**src/rtl/uart_rx_fifo.sv**
```systemverilog
// Receive byte FIFO between the UART receiver and the CPU read port.
// Provides head data, fill count, sticky overflow and registered RTS flow control.
module uart_rx_fifo #(
  parameter int DEPTH     = 4,
  parameter int RTS_LEVEL = 3
) (
  input  logic                       clk,
  input  logic                       rstn,
  input  logic                       rx_strobe,
  input  logic [7:0]                 rx_data,
  input  logic                       pop,
  input  logic                       flush,
  input  logic                       clear_ovf,
  output logic [7:0]                 rd_data,
  output logic                       rd_valid,
  output logic [$clog2(DEPTH):0]     count,
  output logic                       full,
  output logic                       overflow,
  output logic                       rts
);

  localparam int AW = $clog2(DEPTH);
  localparam int CW = AW + 1;
  localparam logic [CW-1:0] DEPTH_C = CW'(DEPTH);
  localparam logic [CW-1:0] RTS_C   = CW'(RTS_LEVEL);

  logic [7:0]    mem [DEPTH];
  logic [AW-1:0] wr_ptr;
  logic [AW-1:0] rd_ptr;
  logic          empty;
  logic          do_push;
  logic          do_pop;
  logic          ovf_event;
  logic [CW-1:0] count_next;

  assign empty    = (count == '0);
  assign full     = (count == DEPTH_C);
  assign rd_valid = !empty;
  assign rd_data  = empty ? 8'h00 : mem[rd_ptr];

  // At full, a coincident pop frees the slot the push needs, so nothing is dropped.
  always_comb begin
    do_push    = 1'b0;
    do_pop     = 1'b0;
    ovf_event  = 1'b0;
    count_next = count;
    if (flush) begin
      count_next = '0;
    end else begin
      do_pop    = pop && !empty;
      do_push   = rx_strobe && (!full || do_pop);
      ovf_event = rx_strobe && full && !do_pop;
      count_next = count + CW'(do_push) - CW'(do_pop);
    end
  end

  always_ff @(posedge clk or negedge rstn) begin
    if (!rstn) begin
      wr_ptr   <= '0;
      rd_ptr   <= '0;
      count    <= '0;
      overflow <= 1'b0;
      rts      <= 1'b0;
    end else begin
      if (flush) begin
        wr_ptr <= '0;
        rd_ptr <= '0;
      end else begin
        if (do_push) wr_ptr <= wr_ptr + 1'b1;
        if (do_pop)  rd_ptr <= rd_ptr + 1'b1;
      end
      count <= count_next;
      rts   <= (count_next >= RTS_C);
      if (ovf_event)      overflow <= 1'b1;
      else if (clear_ovf) overflow <= 1'b0;
    end
  end

  // Storage is deliberately left out of reset.
  always_ff @(posedge clk) begin
    if (do_push) mem[wr_ptr] <= rx_data;
  end

endmodule

```
**config.mk**
```make
export PLATFORM = sky130hd
export DESIGN_NAME = uart_rx_fifo
export DESIGN_NICKNAME = d
export VERILOG_FILES = /design/src/rtl/uart_rx_fifo.sv
export SDC_FILE = /design/constraint.sdc
export NUM_CORES = 1
export LEC_CHECK = 0
export ABC_AREA = 1
export BUFFER_PORTS_ARGS = -buffer_cell sky130_fd_sc_hd__buf_2
export CAP_MARGIN = 20
export CORE_ASPECT_RATIO = 1.25
export CORE_UTILIZATION = 59
export DETAILED_ROUTE_END_ITERATION = 10
export HOLD_SLACK_MARGIN = 0.15
export PLACE_DENSITY = 0.94
export SYNTH_ARGS = -nofsm -noshare
export SYNTH_HDL_FRONTEND = slang
export SYNTH_SLANG_ARGS = --single-unit
```
**constraint.sdc**
```tcl
create_clock -name clk -period 4.74 [get_ports clk]
set_input_delay 0.948 -clock clk [delete_from_list [all_inputs] [get_ports clk]]
set_output_delay 0.948 -clock clk [all_outputs]
set_load 0.05 [all_outputs]
```
==> summary.md <==
| Metric | Value |
|---|---|
| Status | `complete, no violations` |
| Hold_buf cts | `0` |
| Final Skew | `0.0100 ns` |
| CP Data Arrival Time | `1.90 ns` |
| Number of global-route vias before repair | `1219` |
| Hold Crit Class | `input port to asynchronous set/reset pin` |
| Final Hold Vio Count | `0` |
| Setup_tns | `0 ns` |
| Worst skew pair latency | `0.34 ns` |
| Post-Place Cells | `238` |
| Die W | `52.0 um` |
| CTS tree | `built` |
| Seq cells post-synth | `41` |
| Setup violations, final | `0` |
| Antenna-violating nets left | `0` |
| CTS max path bufs | `2` |
| Max H-tree Level | `2` |
| Cell Area, Synth | `1840 um^2` |
| Yosys warnings | `0` |
| Placed Area | `1990 um^2` |
| Most instantiated cells after synthesis | `nand2_1 (47), edfxtp_1 (32), nor2_1 (28)` |
| GPL Wtd Cong | `0.823` |
| Non-Filler Instances | `246` |
| Initial Util | `0.626` |
| Die area | `3350 um^2` |
| Post-synth EDFFs | `32` |
| Crit path capture type | `primary output` |
| Area share of the largest cell type after synthesis | `0.521` |
| Synth area leaders | `edfxtp_1 (52%), dfrtp_1 (12%), nand2_1 (9.6%)` |
| Worst slew pin tran | `0.744 ns` |
| Worst endpoint required time | `3.79 ns` |
| Psw | `0.000581 W` |
| DRT iter0 DRCs | `41` |
| Share of cells above drive strength 1 | `0.190` |
| FFs w/ async S/R, synth | `0.220` |
| DR WL/cell | `12.8 um` |
| Setup Buffers After CTS | `0` |
| Final hold slack | `0.437 ns` |
| Resize count post-CTS | `0` |
| Cell with the most instances after synthesis | `nand2_1` |
| WL final | `3.15 mm` |
| Final instance area | `2040 um^2` |
| Remaining Overflow, GRT | `0` |
| Pwr/cell area | `584 nW/um^2` |
| Clock power share | `0.127` |
| R2r worst-path depth | `10` |
| TritonCTS Buffers | `5` |
| Core ar. | `2950 um^2` |
| Yosys cell types | `20` |
| Post-synth top area cell | `edfxtp_1` |
| Tmin final | `2.84 ns` |
| Peak VDD IR | `0.000560 V` |
| Worst setup margin | `1.90 ns` |
| Reg-to-reg startpoint | `count[1]` |
| Post-Place Worst Slack | `2.29 ns` |
| Drt drc | `0` |
| Leakage power | `0.937 nW` |
| Critical Path Fanout Max | `19` |
| Max-cap viol count | `0` |
| Final nets | `229` |
| Syn Nets | `198` |
| Worst R2R End | `rts` |
| IO Pins | `29` |
| CP startpoint kind | `register` |
| Top FF cell, synth | `edfxtp_1` |
| Via density | `5.12` |
| Crit Path Class | `register to primary output` |
| Fmax | `0.352 GHz` |
| Worst-path clk slew | `0.10 ns` |
| Max-slew headroom | `0.502` |
| Unrepaired setup endpoints after global routing | `false` |
| Largest net degree at the start of global routing | `20` |
| Initial antenna violation count | `0` |
| Die Height | `64.5 um` |
| Clock sinks | `41` |
| Sequential share of the synthesized area | `0.643` |
| Max Slew Vio Count | `0` |
| Diodes inserted | `0` |
| Cells after Synth | `178` |
| First-pass GRT wire length | `5.16 mm` |
| Period Utilization, post-route | `0.600` |
| R2R Setup Slk | `2.83 ns` |
| DR vias | `1260` |
| Switch share | `0.488` |
| Syn avg cell area | `10.4 um^2` |
| Root Buffer Master | `clkbuf_4` |
| Area Growth Syn to Fin | `10.5%` |
| # rows | `22` |
| P_int | `0.000610 W` |
| Pre-antenna DRT Iters | `4` |
| Hpwl dp | `2.28 mm` |
| GRT Overall Usage | `0.221` |
| Port Buffers | `28` |
| Seq pwr share | `0.389` |
| Combinational share of power | `0.484` |
flip-flops by register name, summed over array words and instances (netlist names):
name,cells
rd_ptr,2
rts,1
wr_ptr,2
mem,32
count,3
overflow,1
layer usage:
| metal | routed length (um) | global-route usage |
|---|---|---|
| met4 | 81 | 0.105 |
| met5 | 0 | 0 |
| met2 | 1720 | 0.397 |
| met3 | 96 | 0.0423 |
| met1 | 1250 | 0.240 |
final cells by class:
cell class,instances,area [um^2]
clock inverter,3,12.5
inverter,20,77.6
clock buffer,5,37.5
tap,36,45.0
multi-input combinational,113,539
sequential,41,1190
timing repair buffer,28,140
fill,208,907
power groups by stage:
| stage | clock (W) | sequential, W | combinational [W] |
|---|---|---|---|
| after floorplan | 0 | 0.000508 | 0.000425 |
| after global placement | 0 | 0.000467 | 0.000565 |
| after detailed placement | 0 | 0.000470 | 0.000579 |
| after CTS | 0.000154 | 0.000462 | 0.000579 |
| after global routing | 0.000168 | 0.000470 | 0.000623 |
| final | 0.000151 | 0.000463 | 0.000576 |
cell usage in the layout (no fill, tap or decap), types with 8 or more instances in the layout:
cell / Yosys / layout
edfxtp_1: 32 / 32
dfrtp_1: 9 / 9
nand3_1: 10 / 10
inv_1: 17 / 17
buf_2: 0 / 28
nand2_1: 47 / 47
o21ai_1: 9 / 9
nor2_1: 28 / 28
a21oi_1: 8 / 8
worst max-delay path, stage by stage, from the launching register on:
cell and delay [ns]:
dfrtp_1 0.64, inv_4 0.28, nand2_1 0.07, nand2_1 0.06
nand2_1 0.05, a21oi_1 0.17, buf_2 0.29
stage by stage:
| stage | utilization | power [W] |
|---|---|---|
| 6_report | 0.692 | 0.00119 |
| 3_3_place_gp | 0.675 | 0.00103 |
| 2_1_floorplan | - | 0.000934 |
| 4_1_cts | 0.692 | 0.00120 |
| 3_5_place_dp | 0.675 | 0.00105 |
| 5_1_grt | 0.692 | 0.00126 |
how the worst max path moves through the flow:
stage          slack, ns      start  cells after the start         end
6_report            1.90  rd_ptr[0]                      6  rd_data[3]
5_1_grt             1.71  rd_ptr[0]                      6  rd_data[3]
4_1_cts             1.91  rd_ptr[0]                      6  rd_data[3]
3_5_place_dp        2.29  rx_strobe                      5   mem[1][5]
3_3_place_gp        2.32  rx_strobe                      5   mem[2][5]
2_1_floorplan       1.76   count[2]                      4  rd_data[0]
logic make-up after synthesis:
group / Yosys count / synth area share
buffers and inverters: 24 / 0.0644
DFF: 41 / 0.643
adders and majority gates: 6 / 0.0448
and+or+nand+nor: 90 / 0.201
AOI/OAI and AO/OA: 17 / 0.0461
Power figures use the tool's default switching activity.
